File: config.mk
export PLATFORM = sky130hd
export DESIGN_NAME = intc_controller
export DESIGN_NICKNAME = d
export VERILOG_FILES = /design/src/rtl/intc_controller.sv
export SDC_FILE = /design/constraint.sdc
export NUM_CORES = 1
export LEC_CHECK = 0
export CAP_MARGIN = 20
export CORE_ASPECT_RATIO = 1.25
export CORE_MARGIN = 2
export CORE_UTILIZATION = 27
export DETAILED_ROUTE_END_ITERATION = 8
export GPL_ROUTABILITY_DRIVEN = 0
export HOLD_SLACK_MARGIN = 0.02
export PLACE_DENSITY = 0.54
export SLEW_MARGIN = 10
export SYNTH_ARGS = -nofsm -noshare
export SYNTH_HDL_FRONTEND = slang
export SYNTH_SLANG_ARGS = --single-unit
File: constraint.sdc
create_clock -name clk -period 4.2 [get_ports clk]
set_input_delay 0.63 -clock clk [delete_from_list [all_inputs] [get_ports clk]]
set_output_delay 0.63 -clock clk [all_outputs]
set_load 0.02 [all_outputs]
File: src/rtl/intc_controller.sv
// intc_controller: prioritised interrupt controller with a vector table and
// control/status registers on a simple addr/wdata/we bus.
// Optional build macro INTC_EDGE_DETECT_EN: when defined, a request is the
// rising edge of done; otherwise done is level-sensitive.
module intc_controller #(
    parameter int DATA_WIDTH = 32,
    parameter int NUM_SRC    = 4
) (
    input  logic                  clk,
    input  logic                  rst_n,
    input  logic [NUM_SRC-1:0]    done,
    input  logic                  IACK,
    input  logic [DATA_WIDTH-1:0] input_addr,
    input  logic                  write_enable,
    input  logic [DATA_WIDTH-1:0] write_data,
    output logic [DATA_WIDTH-1:0] read_data,
    output logic                  IRQ,
    output logic [DATA_WIDTH-1:0] isr_addr
);

    typedef enum logic [1:0] {
        ST_IDLE     = 2'b00,
        ST_ASSERT   = 2'b01,
        ST_WAIT_REL = 2'b10
    } state_t;

    localparam int IDX_W  = (NUM_SRC > 1) ? $clog2(NUM_SRC) : 1;
    localparam int WORD_W = DATA_WIDTH - 2;

    logic [DATA_WIDTH-1:0] vector_r [NUM_SRC];
    logic [NUM_SRC-1:0]    enable_r;
    logic [NUM_SRC-1:0]    pending_r;
    state_t                state_r;
    logic [2:0]            id_r;
    logic                  irq_r;
    logic [DATA_WIDTH-1:0] isr_addr_r;

    logic [WORD_W-1:0]     word_s;
    logic [IDX_W-1:0]      vec_idx_s;
    logic                  sel_vec_s;
    logic                  sel_en_s;
    logic                  sel_pend_s;
    logic                  sel_stat_s;
    logic [NUM_SRC-1:0]    event_s;
    logic [NUM_SRC-1:0]    req_s;
    logic [NUM_SRC-1:0]    w1c_s;
    logic [NUM_SRC-1:0]    iack_clr_s;
    logic                  win_found_s;
    logic [2:0]            win_id_s;
    logic                  busy_s;
    logic [DATA_WIDTH-1:0] rdata_s;
    logic                  unused_addr_s;

    // Word-aligned decode; the byte offset bits carry no meaning.
    assign word_s        = input_addr[DATA_WIDTH-1:2];
    assign unused_addr_s = ^input_addr[1:0];
    assign vec_idx_s     = word_s[IDX_W-1:0];
    assign sel_vec_s     = (word_s < WORD_W'(NUM_SRC));
    assign sel_en_s      = (word_s == WORD_W'(8));
    assign sel_pend_s    = (word_s == WORD_W'(9));
    assign sel_stat_s    = (word_s == WORD_W'(10));

`ifdef INTC_EDGE_DETECT_EN
    logic [NUM_SRC-1:0] done_q_r;

    // Delayed copy of done so only a rising edge raises a request.
    always_ff @(posedge clk or negedge rst_n) begin
        if (!rst_n) begin
            done_q_r <= '0;
        end else begin
            done_q_r <= done;
        end
    end

    assign event_s = done & ~done_q_r;
`else
    assign event_s = done;
`endif

    assign req_s  = pending_r & enable_r;
    assign busy_s = (state_r == ST_ASSERT) || (state_r == ST_WAIT_REL);

    // Lowest enabled pending index wins (index 0 is highest priority).
    always_comb begin
        win_found_s = 1'b0;
        win_id_s    = 3'b000;
        for (int i = NUM_SRC - 1; i >= 0; i--) begin
            if (req_s[i]) begin
                win_found_s = 1'b1;
                win_id_s    = 3'(i);
            end else begin
                win_found_s = win_found_s;
            end
        end
    end

    // Pending clear sources: W1C write and the acknowledge of the serviced id.
    always_comb begin
        w1c_s      = '0;
        iack_clr_s = '0;
        if (write_enable && sel_pend_s) begin
            w1c_s = write_data[NUM_SRC-1:0];
        end else begin
            w1c_s = '0;
        end
        if ((state_r == ST_ASSERT) && IACK) begin
            iack_clr_s[id_r[IDX_W-1:0]] = 1'b1;
        end else begin
            iack_clr_s = '0;
        end
    end

    // Vector table, enable mask and pending latch; a new event beats a clear.
    always_ff @(posedge clk or negedge rst_n) begin
        if (!rst_n) begin
            for (int i = 0; i < NUM_SRC; i++) begin
                vector_r[i] <= '0;
            end
            enable_r  <= '0;
            pending_r <= '0;
        end else begin
            if (write_enable && sel_vec_s) begin
                vector_r[vec_idx_s] <= write_data;
            end
            if (write_enable && sel_en_s) begin
                enable_r <= write_data[NUM_SRC-1:0];
            end
            pending_r <= (pending_r & ~(w1c_s | iack_clr_s)) | event_s;
        end
    end

    // Service FSM with registered IRQ and vector output.
    always_ff @(posedge clk or negedge rst_n) begin
        if (!rst_n) begin
            state_r    <= ST_IDLE;
            id_r       <= 3'b000;
            irq_r      <= 1'b0;
            isr_addr_r <= '0;
        end else begin
            case (state_r)
                ST_IDLE: begin
                    if (win_found_s) begin
                        state_r    <= ST_ASSERT;
                        id_r       <= win_id_s;
                        irq_r      <= 1'b1;
                        isr_addr_r <= vector_r[win_id_s[IDX_W-1:0]];
                    end else begin
                        irq_r      <= 1'b0;
                        isr_addr_r <= '0;
                    end
                end
                ST_ASSERT: begin
                    if (IACK) begin
                        state_r <= ST_WAIT_REL;
                        irq_r   <= 1'b0;
                    end else begin
                        irq_r      <= 1'b1;
                        isr_addr_r <= vector_r[id_r[IDX_W-1:0]];
                    end
                end
                ST_WAIT_REL: begin
                    if (!IACK) begin
                        state_r    <= ST_IDLE;
                        id_r       <= 3'b000;
                        isr_addr_r <= '0;
                    end else begin
                        irq_r <= 1'b0;
                    end
                end
                default: begin
                    state_r    <= ST_IDLE;
                    id_r       <= 3'b000;
                    irq_r      <= 1'b0;
                    isr_addr_r <= '0;
                end
            endcase
        end
    end

    // Combinational register read; unmapped words return zero.
    always_comb begin
        rdata_s = '0;
        if (sel_vec_s) begin
            rdata_s = vector_r[vec_idx_s];
        end else if (sel_en_s) begin
            rdata_s[NUM_SRC-1:0] = enable_r;
        end else if (sel_pend_s) begin
            rdata_s[NUM_SRC-1:0] = pending_r;
        end else if (sel_stat_s) begin
            rdata_s[3:0] = {busy_s, id_r};
        end else begin
            rdata_s = '0;
        end
    end

    assign read_data = rdata_s;
    assign IRQ       = irq_r;
    assign isr_addr  = isr_addr_r;

endmodule

==> results of run 1 <==
## cell families (layout without fill, tap and decap cells)
kind of cell	Yosys count	in the layout	share of synthesized area [%]
mux	264	264	37.4
flops	173	173	44.7
compound gates	125	125	8.04
simple gates	115	115	6.33
buf+inv	63	193	3.00
fa+ha+maj	4	4	0.517
## state kept, by name, indices dropped and copies added (netlist names)
register   flops
IRQ            1
enable_r       4
id_r           2
isr_addr      32
pending_r      4
state_r        2
vector_r     128
## final cells by class
type	count	share of cell area (%)
Multi-Input combinational cell	508	42.0
Clock buffer	20	3.76
Sequential cell	173	35.6
Timing Repair Buffer	156	12.6
Clock inverter	12	0.926
Inverter	5	0.154
Tap cell	474	4.88
## power groups by stage
| stage | clock network [mW] | registers, mW | logic (mW) |
|---|---|---|---|
| 2_1_floorplan | 0 | 1.79 | 0.354 |
| 3_3_place_gp | 0 | 1.80 | 0.667 |
| 3_5_place_dp | 0 | 1.80 | 0.671 |
| 4_1_cts | 1.59 | 1.77 | 0.672 |
| 5_1_grt | 1.66 | 1.77 | 0.713 |
| 6_report | 1.55 | 1.76 | 0.657 |
## worst min path at each step
stage,cells after the start,slack [ns],endpoint
after floorplan,0,0.33,IRQ
after global placement,1,0.49,isr_addr[4]
after detailed placement,1,0.50,isr_addr[11]
after CTS,1,0.25,vector_r[40]
after global routing,1,0.26,vector_r[104]
final,1,0.22,vector_r[104]
## placed cells by master, fill, tap and decap left out, types with 3 or more instances in the layout
| master | netlist | layout |
|---|---|---|
| a21oi_1 | 8 | 8 |
| clkinvlp_4 | 0 | 5 |
| nor2_1 | 8 | 8 |
| clkdlybuf4s50_1 | 0 | 131 |
| ha_1 | 4 | 3 |
| clkbuf_16 | 0 | 17 |
| nor2b_1 | 32 | 32 |
| mux4_2 | 64 | 64 |
| mux2i_1 | 68 | 68 |
| dfrtp_1 | 173 | 171 |
| o21ai_0 | 74 | 74 |
| inv_1 | 5 | 5 |
| nand3_1 | 4 | 3 |
| mux2_1 | 3 | 3 |
| buf_4 | 6 | 19 |
| mux2_2 | 125 | 125 |
| or2_2 | 3 | 3 |
| nand4_1 | 3 | 3 |
| buf_12 | 0 | 3 |
| mux2_4 | 4 | 4 |
| nor4_1 | 5 | 5 |
| nand2_1 | 46 | 45 |
| o22a_1 | 32 | 32 |
## per-stage QoR
stage               utilization, %  area (um^2)  setup WS [ns]  power, mW
global route                  34.4        12200         0.0915       4.15
CTS                           34.4        12200          0.198       4.03
finish                        34.4        12200          0.236       3.97
global placement              32.8        11600          0.203       2.46
floorplan                        -         9680           1.16       2.14
detailed placement            32.8        11600          0.204       2.47
## worst max-delay path, cell delays in order
cell and delay [ns]:
clkdlybuf4s50_1 0.46, or4_4 0.57, or3_2 0.51, buf_4 0.24
nor2b_1 0.26, clkdlybuf4s50_1 0.66
## metal layers
layer | wire length [um] | vias to the layer above
li1 | - | 3049
met1 | 11900 | 3554
met2 | 14200 | 144
met3 | 1370 | 28
met4 | 401 | 2
met5 | 11 | -
==> results.md, run 1 <==
- Outcome: completed
- Origin of the worst setup path: input_addr[22]
- Worst Hold Class: primary input to async pin
- Seq pwr share: 44.5%
- CP startpoint kind: primary input
- HPWL after DPL: 17.6 mm
- FF-to-FF End: isr_addr[25]
- Met1 Use GR: 18.9%
- GR Util All Layers: 15.2%
- Hold Fails Final Rpt: 0
- Fraction of layout cells with a size suffix above 1: 30.7%
- Clock Sink Count: 173
- Antenna diodes: 0
- CTS Root Buffer Type: clkbuf_16
- First-pass detailed-route iteration total: 4
- DRT iter0 DRCs: 330
- P&R area growth vs syn: 25.5%
- Register area: 4330 um^2
- R2r worst-path depth: 5
- Core ar.: 35400 um^2
- Synth cell types: 43
- Worst EP required: 3.57 ns
- Final TNS setup: 0 ns
- Initial antenna violation count: 1
- Yosys top cell area share: 44.7%
- Fmax: 252 MHz
- Synth top cells by count: dfrtp_1, mux2_2, o21ai_0, mux2i_1, mux4_2
- Rows: 77
- Combinational Power Share: 16.6%
- Reg-to-reg slack, setup: 1.81 ns
- Post-placement cell count: 1316
- Clk_skew: 0.00711 ns
- Met2 Use GR: 26.1%
- Die area: 37400 um^2
- Post-Syn Area: 9680 um^2
- CTS Buf Count: 17
- Post-CTS setup buffers: 0
- Clock Pin Slew Worst Setup and Hold Paths: 0.06 ns
- Pleak: 5.47 nW
- PwrDens: 327 nW/um^2
- I/O pin cnt: 137
- CP Max Fanout: 15
- Slew @ Worst Pin: 1.00 ns
- CTS max path bufs: 2
- Ys flop type: dfrtp_1
- Clock Latency Late Sink: 0.44 ns
- CTS tree: yes
- Max Slew Vio Count: 0
- Yosys reg bits: 173
- Global-route wire length before repair: 43.5 mm
- Vias in the first global route: 7067
- Fin crit share: 94.4%
- Setup-failing EPs final: 0
- H-tree levels: 4
- Nets@finish: 937
- Top-count cell post-synth: dfrtp_1
- Number of max-cap violations: 0
- DRT Wirelength: 28.0 mm
- Synth Instances: 744
- Minimum clock period: 3.96 ns
- GRT Residual Overflow: 0
- Peak-usage layer in the global routing report: met2
- Critical R2R Launch: id_r[0]
- Non-Filler Instances: 1348
- Met3 GRT Util: 3.65%
- Maximum number of pins on one net before global-route repair: 77
- Number of routed nets with antenna violations: 0
- Post-CTS sizing: 0
- Sequential share of the synthesized area: 44.7%
- Hold Slack: 0.222 ns
- Chip Width: 173 um
- Number of synthesized flops with an enable pin: 0
- Area of the multi-input gates: 5110 um^2
- Via count: 6777
- Mean Syn Cell Area: 13.0 um^2
- Synth area leaders: dfrtp_1, mux4_2, mux2_2
- Die Ht: 216 um
- Synth Warn #: 0
- Hold buffers post-CTS: 0
- Worst setup path end: read_data[16]
- Post-route DRC: 0
- Synth async-reset ratio: 100%
- Max VDD drop: 0.283 mV
- RSZ-0062 raised after global routing: false
- Starting Density: 27.4%
- Syn_nets: 820
- Arr. time, crit path: 3.33 ns
- Worst slew margin: 32.9%
- Worst Setup End Kind: output port
- Critical path class: primary input to output port
- Wirelength per Cell: 20.7 um
- Clock network fraction of design power: 39.0%
- Via density: 5.03
- Net Sw Frac: 28.7%
- PortBufs: 134
- Fill cell count: 3462
- Area leader, netlist: dfrtp_1
- Net switching power: 1.14 mW
- Int Pwr: 2.83 mW
(Power assumes the default switching activity.)
==> run 2, diff against run 1 <==
CAP_MARGIN = 5   (was 20)
SLEW_MARGIN = default   (was 10)
==> results of run 2 <==
Same layout as run 1: the final DEF is identical, and so are final timing and power.
==> run 3, diff against run 2 <==
clock period = 4.4 ns   (was 4.2 ns; I/O delays follow)
==> results.md, run 3 (same netlist as run 1, synthesis figures left out) <==
- Fin crit share: 92.2%
- Die area: 37400 um^2 (unchanged)
- Pleak: 5.48 nW (was 5.47 nW)
- Slew @ Worst Pin: 1.12 ns (was 1.00 ns)
- GR Util All Layers: 15.2% (about the same)
- Fill cell count: 3509 (was 3462)
- Critical R2R Launch: enable_r[3] (was id_r[0])
- Hold Slack: 0.251 ns (was 0.222 ns)
- Fin worst setup slack: 0.345 ns (was 0.236 ns)
- Clock Latency Late Sink: 0.44 ns (about the same)
- Pre-CTS WS: 0.301 ns (was 0.204 ns)
- Clock Pin Slew Worst Setup and Hold Paths: 0.07 ns (was 0.06 ns)
- Worst EP required: 3.74 ns (was 3.57 ns)
- R2r worst-path depth: 6 (was 5)
- HPWL after DPL: 17.8 mm (was 17.6 mm)
- Max FFs per register: 128 (unchanged)
- Via count: 6817 (was 6777)
- Worst-path cell chain: clkdlybuf4s50_1 > or4_4 > or3_2 > buf_4 > nor2b_1 > clkdlybuf4s50_1 (unchanged)
- Slowest CP cell: or3_2 (was clkdlybuf4s50_1)
- Non-Filler Instances: 1346 (was 1348)
- Pwr Total: 3.86 mW (was 3.97 mW)
- Arr. time, crit path: 3.39 ns (was 3.33 ns)
- Core ar.: 35400 um^2 (unchanged)
- CTS Root Buffer Type: clkbuf_16 (unchanged)
- Post-placement cell count: 1314 (was 1316)
- Hold Fails Final Rpt: 0 (unchanged)
- Chip Width: 173 um (unchanged)
- Hold buffers post-CTS: 0 (unchanged)
- Max Slew Vio Count: 0 (unchanged)
- Most common cell after layout, fill and taps aside: dfrtp_1 (unchanged)
- Number of max-cap violations: 0 (unchanged)
- Setup-failing EPs final: 0 (unchanged)
- Global-route wire length before repair: 43.4 mm (was 43.5 mm)
- Origin of the worst setup path: input_addr[22] (unchanged)
- PwrDens: 317 nW/um^2 (was 327 nW/um^2)
- Final Util: 34.4% (about the same)
- DRT Wirelength: 28.2 mm (was 28.0 mm)
- Fmax: 247 MHz
- Clock Sink Count: 173 (unchanged)
- Rows: 77 (unchanged)
- CTS tree: yes (unchanged)
- I/O pin cnt: 137 (unchanged)
- Via density: 5.06 (was 5.03)
- First-pass detailed-route iteration total: 5 (was 4)
- CTS Buf Count: 17 (unchanged)
- Final TNS setup: 0 ns (unchanged)
- Most frequent cells in the layout: dfrtp_1, clkdlybuf4s50_1, mux2_2 (unchanged)
- Reg-to-reg slack, setup: 1.77 ns (was 1.81 ns)
- Fin area: 12200 um^2 (about the same)
- CP startpoint kind: primary input (unchanged)
- Nets@finish: 935 (was 937)
- Worst path max stage delay: 0.68 ns (was 0.66 ns)
- Fraction of layout cells with a size suffix above 1: 30.6% (was 30.7%)
- Clk_skew: 0.0171 ns (was 0.00711 ns)
- Maximum number of pins on one net before global-route repair: 103 (was 77)
- CP Max Fanout: 15 (unchanged)
- Critical path class: primary input to output port (unchanged)
- Number of routed nets with antenna violations: 0 (unchanged)
- Worst Hold Class: primary input to async pin (unchanged)
- PortBufs: 134 (unchanged)
- GRT Residual Overflow: 0 (unchanged)
- Post-route DRC: 0 (unchanged)
- DRT iter0 DRCs: 333 (was 330)
- Antenna diodes: 0 (unchanged)
- Worst setup path end: read_data[20] (was read_data[16])
- Wirelength per Cell: 20.9 um (was 20.7 um)
- FF-to-FF End: isr_addr[0] (was isr_addr[25])
- Starting Density: 27.4% (unchanged)
- Initial antenna violation count: 2 (was 1)
- Vias in the first global route: 7071 (was 7067)
- Post-CTS sizing: 0 (unchanged)
- RSZ-0062 raised after global routing: false (unchanged)
- Post-CTS setup buffers: 0 (unchanged)
- H-tree levels: 4 (unchanged)
- Die Ht: 216 um (unchanged)
- Most frequent CP cell: clkdlybuf4s50_1 (unchanged)
- CTS max path bufs: 2 (unchanged)
- Max VDD drop: 0.262 mV (was 0.283 mV)
- P&R area growth vs syn: 25.7% (was 25.5%)
- Worst Setup End Kind: output port (unchanged)
- Placed Area: 11600 um^2 (about the same)
- Largest Register: vector_r (unchanged)
- Minimum clock period: 4.05 ns
- Worst slew margin: 25.7% (was 32.9%)
- Outcome: completed (unchanged)
-- run 3: cell type report --
class                   count  area (um^2)  area share [%]
clock buffers              20          467            3.83
clock inverters            12          136            1.12
repair buffers            154         1520            12.5
inverters                   5         18.8           0.154
well taps                 474          593            4.87
flip-flops and latches    173         4330            35.6
multi-input cells         508         5110            41.9
-- run 3: metal layers --
layer	share of wire [%]	track usage [%]
met5	0.075	0
met4	1.7	4.77
met3	3.8	3.05
met2	51	26.5
met1	43	19.0
-- run 3: worst min-delay path by stage --
stage | slack, ns | depth (start not counted) | endpoint
2_1_floorplan | 0.36 | 0 | IRQ
3_3_place_gp | 0.49 | 1 | isr_addr[11]
3_5_place_dp | 0.50 | 1 | isr_addr[28]
4_1_cts | 0.27 | 1 | vector_r[1]
5_1_grt | 0.29 | 1 | vector_r[103]
6_report | 0.25 | 1 | vector_r[39]
-- run 3: report_power, final --
part	internal (mW)	total [mW]	switching, mW
Sequential	1.63	1.66	0.0264
Combinational	0.261	0.659	0.398
Clock	0.885	1.54	0.659
Total	2.77	3.86	1.08
-- run 3: worst max-delay path: cells and delay by family --
kind / cells / cell delay (ns)
AND/OR/NAND/NOR: 3 / 1.38
buffers and inverters: 3 / 1.34
